`config.mk`:
```
export PLATFORM = sky130hd
export DESIGN_NAME = ir_seq_dir_detect
export DESIGN_NICKNAME = d
export VERILOG_FILES = /design/src/rtl/ir_seq_dir_detect.sv
export SDC_FILE = /design/constraint.sdc
export NUM_CORES = 1
export LEC_CHECK = 0
export ABC_AREA = 1
export ABC_CLOCK_PERIOD_IN_PS = 2300
export BUFFER_PORTS_ARGS = -buffer_cell sky130_fd_sc_hd__clkbuf_2
export CORE_UTILIZATION = 58
export CTS_CLUSTER_SIZE = 8
export DETAILED_ROUTE_END_ITERATION = 6
export GPL_TIMING_DRIVEN = 0
export PLACE_DENSITY = 0.82
export SYNTH_ARGS = -nofsm -noshare
export SYNTH_HDL_FRONTEND = slang
export SYNTH_SLANG_ARGS = --single-unit
```
`constraint.sdc`:
```
create_clock -name CLK -period 2.3 [get_ports CLK]
set_input_delay 0.23 -clock CLK [delete_from_list [all_inputs] [get_ports CLK]]
set_output_delay 0.23 -clock CLK [all_outputs]
set_load 0.005 [all_outputs]
```
`src/rtl/ir_seq_dir_detect.sv`:
```
// ir_seq_dir_detect: N-channel IR beam sequence detector with debounce.
// Ordered beam hits give travel direction, an enable and a signed pass count.
module ir_seq_dir_detect #(
   parameter int N_CH    = 3,
   parameter int DEB_CYC = 4,
   parameter int TMO_CYC = 64,
   parameter int CNT_W   = 8
) (
   input  logic             CLK,
   input  logic             RSTn,
   input  logic [N_CH-1:0]  IR,
   input  logic             SW,
   output logic             dir,
   output logic             en,
   output logic             done,
   output logic             err,
   output logic [CNT_W-1:0] pos_cnt
);

   localparam int IW = $clog2(N_CH);
   localparam int DW = (DEB_CYC > 1) ? $clog2(DEB_CYC) : 1;
   localparam int TW = $clog2(TMO_CYC + 1);

   typedef enum logic [1:0] {IDLE, FWD, REV, ERR} state_t;

   state_t           State, state_n;
   logic [IW-1:0]    nxt, nxt_n;
   logic [TW-1:0]    tmr, tmr_n;
   logic             dir_n, en_n, done_n, err_n;
   logic [CNT_W-1:0] cnt_n;

   logic [N_CH-1:0]  s1, s2, deb, hit;
   logic [N_CH-1:0]  exp_m, prv_m;
   logic             fwd, last;

   always_ff @(posedge CLK or negedge RSTn) begin
      if (!RSTn) begin
         s1 <= '1;
         s2 <= '1;
      end else begin
         s1 <= IR;
         s2 <= s1;
      end
   end

   // hit is registered so it lands on the same edge the level flips
   for (genvar g = 0; g < N_CH; g++) begin : g_deb
      logic [DW-1:0] cnt;
      logic          lvl;
      logic          pls;

      always_ff @(posedge CLK or negedge RSTn) begin
         if (!RSTn) begin
            cnt <= '0;
            lvl <= 1'b1;
            pls <= 1'b0;
         end else begin
            pls <= 1'b0;
            if (s2[g] == lvl) begin
               cnt <= '0;
            end else if (cnt == DW'(DEB_CYC - 1)) begin
               cnt <= '0;
               lvl <= s2[g];
               pls <= lvl;
            end else begin
               cnt <= cnt + DW'(1);
            end
         end
      end

      assign deb[g] = lvl;
      assign hit[g] = pls;
   end

   assign fwd   = (State == FWD);
   assign exp_m = N_CH'(1) << nxt;
   assign prv_m = fwd ? (exp_m >> 1) : (exp_m << 1);
   assign last  = fwd ? (nxt == IW'(N_CH - 1)) : (nxt == '0);

   always_ff @(posedge CLK or negedge RSTn) begin
      if (!RSTn) begin
         State   <= IDLE;
         nxt     <= '0;
         tmr     <= '0;
         dir     <= 1'b0;
         en      <= 1'b0;
         done    <= 1'b0;
         err     <= 1'b0;
         pos_cnt <= '0;
      end else begin
         State   <= state_n;
         nxt     <= nxt_n;
         tmr     <= tmr_n;
         dir     <= dir_n;
         en      <= en_n;
         done    <= done_n;
         err     <= err_n;
         pos_cnt <= cnt_n;
      end
   end

   always_comb begin
      state_n = State;
      nxt_n   = nxt;
      tmr_n   = tmr;
      dir_n   = dir;
      en_n    = en;
      done_n  = 1'b0;
      err_n   = 1'b0;
      cnt_n   = pos_cnt;
      if (!SW) begin
         state_n = IDLE;
         en_n    = 1'b0;
         tmr_n   = '0;
      end else begin
         unique case (State)
            IDLE: begin
               tmr_n = '0;
               if (!$onehot0(hit)) begin
                  state_n = ERR;
                  err_n   = 1'b1;
               end else if (hit[0]) begin
                  state_n = FWD;
                  nxt_n   = IW'(1);
               end else if (hit[N_CH-1]) begin
                  state_n = REV;
                  nxt_n   = IW'(N_CH - 2);
               end
            end
            FWD, REV: begin
               tmr_n = tmr + TW'(1);
               if (hit == exp_m) begin
                  tmr_n = '0;
                  if (last) begin
                     state_n = IDLE;
                     done_n  = 1'b1;
                     dir_n   = fwd;
                     en_n    = 1'b1;
                     cnt_n   = fwd ? pos_cnt + CNT_W'(1)
                                   : pos_cnt - CNT_W'(1);
                  end else begin
                     nxt_n = fwd ? nxt + IW'(1) : nxt - IW'(1);
                  end
               end else if (hit != '0 && hit != prv_m) begin
                  state_n = ERR;
                  err_n   = 1'b1;
                  en_n    = 1'b0;
               end else if (tmr_n == TW'(TMO_CYC)) begin
                  state_n = IDLE;
                  err_n   = 1'b1;
                  en_n    = 1'b0;
                  tmr_n   = '0;
               end
            end
            ERR: begin
               tmr_n = '0;
               if (&deb) state_n = IDLE;
            end
         endcase
      end
   end

endmodule

```
==> key figures, run 1 <==
Synthesis
  – #FFs+latches synth: 41
  – Cell count after synthesis: 255
  – Syn avg cell area: 8.73 um2
  – Synth warn: 0
  – Dominant cells by area after synthesis: dfrtp_1 36%, nand2_1 11%, dfstp_2 11%, ha_1 9.0%, nor2_1 5.2%
  – Unique masters post-synth: 27
  – Post-synthesis sequential area ratio: 46.6%
  – Mapped Area: ~2200 um2
  – Net Count, Synth: 278
  – Yosys top cell by area: dfrtp_1
  – Share of the synthesized area in the top cell type: between 30% and 40%

Timing
  – # setup viols final: 0
  – RSZ-0062 raised after global routing: no
  – Max-slew violations: 0
  – Clock skew: 7.35 ps
  – PnR worst setup slack: 200 ps
  – Tightest Pin Transition: slightly below 1000 ps
  – Hold WS: 18.3 ps
  – Tcrit/Tclk final: between 90% and 100%
  – Final Hold Fails: 0
  – FMAX: 476 MHz
  – Relative slew slack: between 30% and 40%
  – Post-route setup TNS: 0 ps
  – Tmin final: 2100 ps

Floorplan
  – Die Span Y: approximately 64 um
  – Die X: around 64 um
  – Die Area: 4090 um2
  – Core area: 3660 um2
  – Initial core utilization: 60.8%
  – Row Count: 22
  – Top Ports: 18

Clocking
  – Cts hold-fix bufs: 0
  – Maximum clock insertion buffer count: 2
  – Post-CTS Setup Bufs: 0
  – Post-CTS Resized: 0
  – Reg clk slew, reported paths: 70 ps
  – Clk sinks: 41
  – H-tree depth: 2
  – Clock root cell: clkbuf_8
  – Worst skew pair latency: 280 ps
  – CTS tree: done
  – Total CTS buffers: 5

Detailed routing
  – Via count: 1,688
  – Number of routed nets with antenna violations: 0
  – DR DRC count: 0
  – DRT iter0 DRCs: approximately 160
  – DR WL/cell: 12.0 um
  – Final WL: between 3000 and 4000 um
  – Vias per std cell: 5.15
  – Length of the first detailed-routing pass in iterations: 4

Min path
  – Hold crit path type: in2reg

GRT
  – GRT Total Usage: 22.0%
  – Antenna violations before repair: 0
  – Gr ovfl total: 0
  – First-pass GRT wire length: approximately 6900 um
  – Largest net degree at the start of global routing: 42
  – Number of global-route vias before repair: around 1.6k

Worst setup path
  – CP Launch Type: flip-flop
  – Worst Path Arrival: 2330 ps
  – Critical path fanouts, max: 9
  – Crit. End Element: flip-flop
  – Critical path type: reg2reg
  – Worst path required time: 2530 ps

Placement
  – Worst slack at placement: 157 ps
  – Port Buf Inserts: 17
  – Post-DP HPWL: 2950 um
  – GP Congestion: 0.865

Final layout
  – # diodes: 0
  – Share of layout cells above drive strength 1: 18.6%
  – Nets: about 300
  – Area delta synth->final: 10.2%

Power
  – Pwr/cell area: between 1000 and 1500 nW/um2
  – Leakage power: between 1 and 1.5 nW
  – Worst VDD drop: between 800 and 900 uV

Run
  – Max cap viols: 0

Status
  – Status: completed
==> routing by layer <==
| metal | routed length (um) | track usage [%] | vias up |
|---|---|---|---|
| li1 | - | - | 874 |
| met1 | 1870 | 28.1 | 783 |
| met2 | 1910 | 37.4 | 27 |
| met3 | 105 | 3.21 | 4 |
| met4 | 46 | 8.52 | 0 |
| met5 | 0 | 0 | - |
==> flip-flops by register name (all words and copies together) (netlist names), 2 cells and up <==
name	count
s1	3
State	2
g_deb.cnt	6
g_deb.pls	3
tmr	7
nxt	2
g_deb.lvl	3
s2	3
pos_cnt	8
==> worst max-delay path: stages (launching register included) <==
cell and delay (ps):
dfrtp_1 410, inv_1 90, ha_2 230, inv_2 130
fa_1 420, nand3_1 100, nand3_1 110, nand2_1 80
nand2_1 50, a21oi_1 160, xnor2_1 130, nand2_1 70
nand2_1 60
==> final timing paths <==
check / slack [ps] / from / depth (start not counted) / endpoint
max in group asynchronous: 1590 / RSTn / 1 / g_deb[0].cnt[0]
worst max-delay path: 200 / State[1] / 12 / pos_cnt[6]
min in group asynchronous: 100 / RSTn / 1 / en
worst max register to register: 200 / State[1] / 12 / pos_cnt[6]
worst min register to register: 360 / s1[1] / 0 / s2[1]
worst min-delay path: 20 / IR[2] / 1 / s1[2]
==> per-stage QoR <==
step / area [um2] / power (mW) / std cells / utilization [%]
floorplan: 2230 / 2.20 / 255 / -
global placement: 2370 / 2.48 / 320 / 64.8
detailed placement: 2370 / 2.55 / 320 / 64.8
CTS: 2450 / 3.01 / 328 / 67.0
global route: 2450 / 3.26 / 328 / 67.1
finish: 2450 / 2.98 / 328 / 67.1
==> cell type report <==
cell class,count,area (um2)
well taps,48,60.1
clock buffers,8,80.1
flip-flops and latches,41,1040
fillers,302,1210
multi-input cells,187,1080
inverters,26,100
repair buffers,17,85.1
plain buffers,1,11.3
==> cell families after synthesis <==
group                      share of synthesized area (%)
AOI/OAI and AO/OA                                   7.53
and+or+nand+nor                                     25.2
xor gates and xnor gates                            4.33
muxes                                               1.52
buffers and inverters                               5.00
adders and majority gates                           9.89
DFF                                                 46.6
==> synthesized netlist by cell type <==
cell type   n
inv_1      21
nand4_1     5
fa_1        1
nor2_1     31
o21bai_1    2
buf_6       1
xnor2_1     8
nand4_2     1
dfrtp_1    32
inv_2       4
nand3_1    15
xor2_1      3
nand2_2     4
nor3b_1     1
dfstp_2     9
inv_4       1
o21a_1      1
nand2_1    65
mux2_2      3
nand3_4     1
a21oi_1    11
o21ai_1     2
nor3_1      3
o21ai_2     4
ha_1       16
nor3_4      1
o21ai_0     9
==> cell usage in the layout, fill, tap and decap left out, types with 5 or more instances in the layout <==
cell type and instances:
nor2_1 31, nand4_1 5, o21ai_0 9, nand2_1 65, inv_1 21, clkbuf_2 17, nand3_1 15, dfrtp_1 32
clkbuf_8 5, ha_1 15, a21oi_1 11, dfstp_2 9, xnor2_1 8
==> power by group <==
group          leakage [nW]  switching (mW)  total [mW]  internal (mW)
clock network        0.0395           0.225       0.441          0.216
logic                 0.676           0.818        1.41          0.593
registers             0.514           0.182        1.13          0.946
total                  1.23            1.22        2.98           1.75
(Power assumes the default switching activity.)
==> run 2, diff against run 1 <==
- ABC_CLOCK_PERIOD_IN_PS: 2300 -> 2400
- BUFFER_PORTS_ARGS: -buffer_cell sky130_fd_sc_hd__clkbuf_2 -> default
- CTS_BUF_LIST: default -> sky130_fd_sc_hd__clkbuf_16
- DONT_BUFFER_PORTS: default -> 1
- PLACE_DENSITY: 0.82 -> 0.78
- clock period: 2.3 -> 2.4 ns (I/O delays scaled with it)
==> key figures, run 2 (synthesized netlist as in run 1, its figures left out) <==
Detailed routing
  – Via count: 1,700
  – Length of the first detailed-routing pass in iterations: 4
  – Final WL: 3940 um
  – Vias per std cell: 5.38
  – DR WL/cell: between 10 and 15 um
  – Number of routed nets with antenna violations: 0
  – DRT iter0 DRCs: 138
  – DR DRC count: 0

Timing
  – Tightest Pin Transition: between 400 and 500 ps
  – Tcrit/Tclk final: 89.6%
  – FMAX: between 400 and 500 MHz
  – Post-route setup TNS: 0 ps
  – Max-slew violations: 0
  – RSZ-0062 raised after global routing: no
  – # setup viols final: 0
  – Relative slew slack: 70.3%
  – PnR worst setup slack: around 250 ps
  – Clock skew: 5.98 ps
  – Final Hold Fails: 0
  – Tmin final: around 2200 ps

Floorplan
  – Core area: ~3700 um2
  – Die Span Y: about 64 um
  – Die X: 64.0 um
  – Row Count: 22
  – Initial core utilization: 60.8%
  – Top Ports: 18
  – Die Area: 4090 um2

GRT
  – Number of global-route vias before repair: 1,664
  – GRT Total Usage: 22.6%
  – First-pass GRT wire length: 7060 um
  – Gr ovfl total: 0
  – Antenna violations before repair: 0
  – Largest net degree at the start of global routing: 42

Power
  – Pwr/cell area: ~1200 nW/um2
  – Leakage power: 1.23 nW
  – Worst VDD drop: 865 uV

Clocking
  – Clk sinks: 41
  – Worst skew pair latency: 280 ps
  – Maximum clock insertion buffer count: 2
  – Reg clk slew, reported paths: 60 ps
  – H-tree depth: 2
  – Clock root cell: clkbuf_16
  – CTS tree: done
  – Post-CTS Setup Bufs: 0
  – Total CTS buffers: 5

Final layout
  – Fill count: just under 300
  – Max reg flops: 8
  – Most common cell after layout, fill and taps aside: nand2_1
  – Area delta synth->final: 12.8%
  – # diodes: 0
  – Largest regs: pos_cnt x8, tmr x7, g_deb.cnt x6
  – Share of layout cells above drive strength 1: about 14%
  – Most frequent cells in the layout: 65 x nand2_1, 32 x dfrtp_1, 31 x nor2_1
  – Fin cells: 316
  – Most flop-heavy register: pos_cnt
  – Nets: slightly below 300

Placement
  – GP Congestion: 0.885
  – Port Buf Inserts: 0
  – Worst slack at placement: 247 ps
  – Cell total after placement: 303
  – Post-DP HPWL: approximately 2800 um

Worst setup path
  – Worst path required time: 2620 ps
  – Critical path type: reg2reg
  – Critical path fanouts, max: 9
  – Worst Path Arrival: 2370 ps
  – Crit. End Element: flip-flop
  – CP Launch Type: flip-flop

Min path
  – Hold crit path type: in2reg

Status
  – Status: completed

Run
  – Max cap viols: 0
==> run 2: timing repair <==
| item | 4_1_cts | 5_1_grt |
|---|---|---|
| hold buffers | 5 | 0 |
| endpoints found under the hold margin | 44 | 0 |
| resized for setup | 0 | 0 |
| setup endpoints to repair | 0 | 0 |
==> run 2: cell type report <==
type                       instances  area [um2]  share of cell area, %
clock buffer                       5         125                   4.98
timing repair buffer               5        60.1                   2.39
clock inverter                     3        38.8                   1.54
inverter                          26         100                   3.99
buffer                             1        11.3                  0.448
tap                               48        60.1                   2.39
multi-input combinational        187        1080                   42.9
sequential                        41        1040                   41.3
==> run 2: routing by layer <==
layer	up-vias	track usage [%]	share of wire, %
met5	-	0	0
met4	0	7.67	1.7
met2	47	40.3	49
met3	10	4.82	4.0
met1	792	26.8	45
li1	851	-	-
==> run 2: where the power goes <==
part / leakage, nW / total, mW / internal [mW] / switching [mW]
Sequential: 0.514 / 1.10 / 0.908 / 0.195
Clock: 0.0850 / 0.733 / 0.484 / 0.249
Combinational: 0.630 / 1.26 / 0.521 / 0.741
Total: 1.23 / 3.10 / 1.91 / 1.18
==> run 2: final timing paths <==
check	slack, ps	cells past startpoint	end	startpoint
setup / recovery	250	12	pos_cnt[6]	State[1]
hold / removal	220	2	done	SW
setup reg to reg	250	12	pos_cnt[6]	State[1]
hold reg to reg	350	0	s2[1]	s1[1]
max in group asynchronous	1710	2	s2[0]	RSTn
min in group asynchronous	420	2	nxt[0]	RSTn
==> run 2: critical path: stages (launching register included) <==
cell and delay [ps]:
dfrtp_1 410, inv_1 90, ha_1 260, inv_2 160, fa_1 420, nand3_1 90
nand3_1 100, nand2_1 80, nand2_1 50, a21oi_1 150, xnor2_1 140, nand2_1 60
nand2_1 60
==> run 2: metrics by stage <==
step / power, mW / cell area (um2) / hold WS [ps] / utilization (%)
2_1_floorplan: 2.11 / 2230 / -55.6 / -
3_3_place_gp: 2.29 / 2290 / -54.7 / 62.5
3_5_place_dp: 2.35 / 2290 / -54.8 / 62.5
4_1_cts: 3.13 / 2510 / 216 / 68.6
5_1_grt: 3.38 / 2510 / 220 / 68.6
6_report: 3.10 / 2510 / 218 / 68.6
==> run 3, diff against run 2 <==
--- a/config.mk
+++ b/config.mk
@@ -8,5 +8,5 @@
 export ABC_AREA = 1
-export ABC_CLOCK_PERIOD_IN_PS = 2400
 export CORE_UTILIZATION = 58
 export CTS_BUF_LIST = sky130_fd_sc_hd__clkbuf_16
+export CTS_CLUSTER_DIAMETER = 50
 export CTS_CLUSTER_SIZE = 8
==> constraint.sdc (replaced) <==
create_clock -name CLK -period 2.4 [get_ports CLK]
set_input_delay 0 -clock CLK [delete_from_list [all_inputs] [get_ports CLK]]
set_output_delay 0 -clock CLK [all_outputs]
set_load 0.005 [all_outputs]
==> key figures, run 3 (synthesized netlist as in run 1, its figures left out) <==
Timing
  – Post-route setup TNS: 0 ps
  – Tmin final: 2160 ps
  – Tcrit/Tclk final: 90.1%
  – Max-slew violations: 0
  – # setup viols final: 0
  – Clock skew: 5.84 ps
  – RSZ-0062 raised after global routing: no
  – Tightest Pin Transition: approximately 440 ps
  – Final Hold Fails: 0
  – Hold WS: 7.42 ps
  – FMAX: 462 MHz
  – Relative slew slack: 70.6%

Detailed routing
  – Number of routed nets with antenna violations: 0
  – Length of the first detailed-routing pass in iterations: 6
  – Vias per std cell: 5.35
  – Via count: 1,697
  – DR WL/cell: 12.5 um
  – DRT iter0 DRCs: 134
  – Final WL: between 3000 and 4000 um
  – DR DRC count: 0

Worst setup path
  – Crit. End Element: flip-flop
  – Critical path fanouts, max: 9
  – Critical path type: reg2reg
  – CP Launch Type: flip-flop
  – Reg2Reg Depth: 12
  – Worst reg2reg path startpoint: State[1]
  – Register-to-register setup slack: 240 ps
  – Worst path required time: 2620 ps
  – Reg-to-reg endpoint: pos_cnt[6]
  – Worst Path Arrival: 2380 ps

Clocking
  – Maximum clock insertion buffer count: 2
  – CTS tree: done
  – Worst skew pair latency: roughly 280 ps
  – Post-CTS Setup Bufs: 0
  – Clock root cell: clkbuf_16
  – H-tree depth: 2
  – Post-CTS Resized: 0
  – Cts hold-fix bufs: 6
  – Clk sinks: 41
  – Total CTS buffers: 5
  – Reg clk slew, reported paths: 60 ps

Status
  – Status: completed

Min path
  – Hold Startpoint: SW
  – WHS Endpoint: en
  – Worst hold stages: 4
  – Hold crit path type: in2reg

Final layout
  – Most flop-heavy register: pos_cnt
  – # diodes: 0
  – Most frequent cells in the layout: 65 x nand2_1, 32 x dfrtp_1, 31 x nor2_1
  – Most common cell after layout, fill and taps aside: nand2_1
  – Area delta synth->final: 13.2%
  – Max reg flops: 8
  – Nets: between 200 and 300
  – Fill count: roughly 300
  – Largest regs: pos_cnt x8, tmr x7, g_deb.cnt x6
  – Share of layout cells above drive strength 1: 13.8%

GRT
  – Largest net degree at the start of global routing: 42
  – Antenna violations before repair: 0
  – Top Usage Layer GRT: met2
  – First-pass GRT wire length: 7110 um
  – Number of global-route vias before repair: 1,674
  – Met3 GRT Util: 4.82%
  – GRT Total Usage: 22.8%
  – Met1 global-route usage: 27.0%
  – Gr ovfl total: 0
  – Global Route met2 Usage: 40.6%

Run
  – Max cap viols: 0

Floorplan
  – Top Ports: 18
  – Die Span Y: around 64 um
  – Die Area: 4090 um2
  – Die X: 64.0 um
  – Core area: between 3000 and 4000 um2
  – Row Count: 22
  – Initial core utilization: between 60 and 70%

Placement
  – GP Congestion: approximately 0.9
  – Port Buf Inserts: 0
  – Post-DP HPWL: 2810 um

Power
  – Pwr/cell area: 1230 nW/um2
  – Leakage power: 1.23 nW
  – Worst VDD drop: 865 uV
-- run 3: cell types whose count changed in the layout (fill, tap and decap cells not counted) --
cell	previous run	this run
dlygate4sd3_1	4	5
-- run 3: per-layer routing --
layer  wire length (um)  part of all wire (%)
met1               1800                    46
met2               1960                    50
met3                137                   3.5
met4                 53                   1.3
met5                  0                     0
-- run 3: worst max path at each step --
stage                     startpoint         end  slack (ps)  depth (start not counted)
final                       State[1]  pos_cnt[6]         240                         12
after global routing        State[1]  pos_cnt[5]           3                         12
after CTS                   State[1]  pos_cnt[6]         230                         12
after detailed placement    State[1]  pos_cnt[6]         250                         12
after global placement      State[1]  pos_cnt[6]         300                         12
after floorplan             State[1]  pos_cnt[6]         490                         12
-- run 3: report_power, final --
| group | internal, mW | switching, mW | leakage, nW | total [mW] |
|---|---|---|---|---|
| clock network | 0.484 | 0.249 | 0.0850 | 0.733 |
| registers | 0.908 | 0.195 | 0.514 | 1.10 |
| logic | 0.522 | 0.743 | 0.634 | 1.27 |
| total | 1.91 | 1.19 | 1.23 | 3.10 |
-- run 3: worst max-delay path: stages (launching register included) --
cell	delay (ps)
dfrtp_1	410
inv_1	90
ha_1	270
inv_2	160
fa_1	420
nand3_1	90
nand3_1	100
nand2_1	80
nand2_1	50
a21oi_1	150
xnor2_1	140
nand2_1	60
nand2_1	60
-- run 3: cell type report --
class	instances	area (um2)	share of cell area (%)
timing repair buffer	6	70.1	2.78
clock inverter	3	38.8	1.54
clock buffer	5	125	4.96
buffer	1	11.3	0.447
inverter	26	100	3.97
sequential	41	1040	41.1
tap	48	60.1	2.38
multi-input combinational	187	1080	42.8
-- run 3: per-stage QoR --
step / utilization [%] / setup slack (ps) / total power [mW] / cells / cell area (um2)
after detailed placement: 62.5 / 247 / 2.35 / 303 / 2290
after global placement: 62.5 / 297 / 2.29 / 303 / 2290
after global routing: 68.9 / 2.60 / 3.38 / 317 / 2520
after CTS: 68.9 / 235 / 3.13 / 317 / 2520
after floorplan: - / 489 / 2.11 / 255 / 2230
final: 68.9 / 236 / 3.10 / 317 / 2520
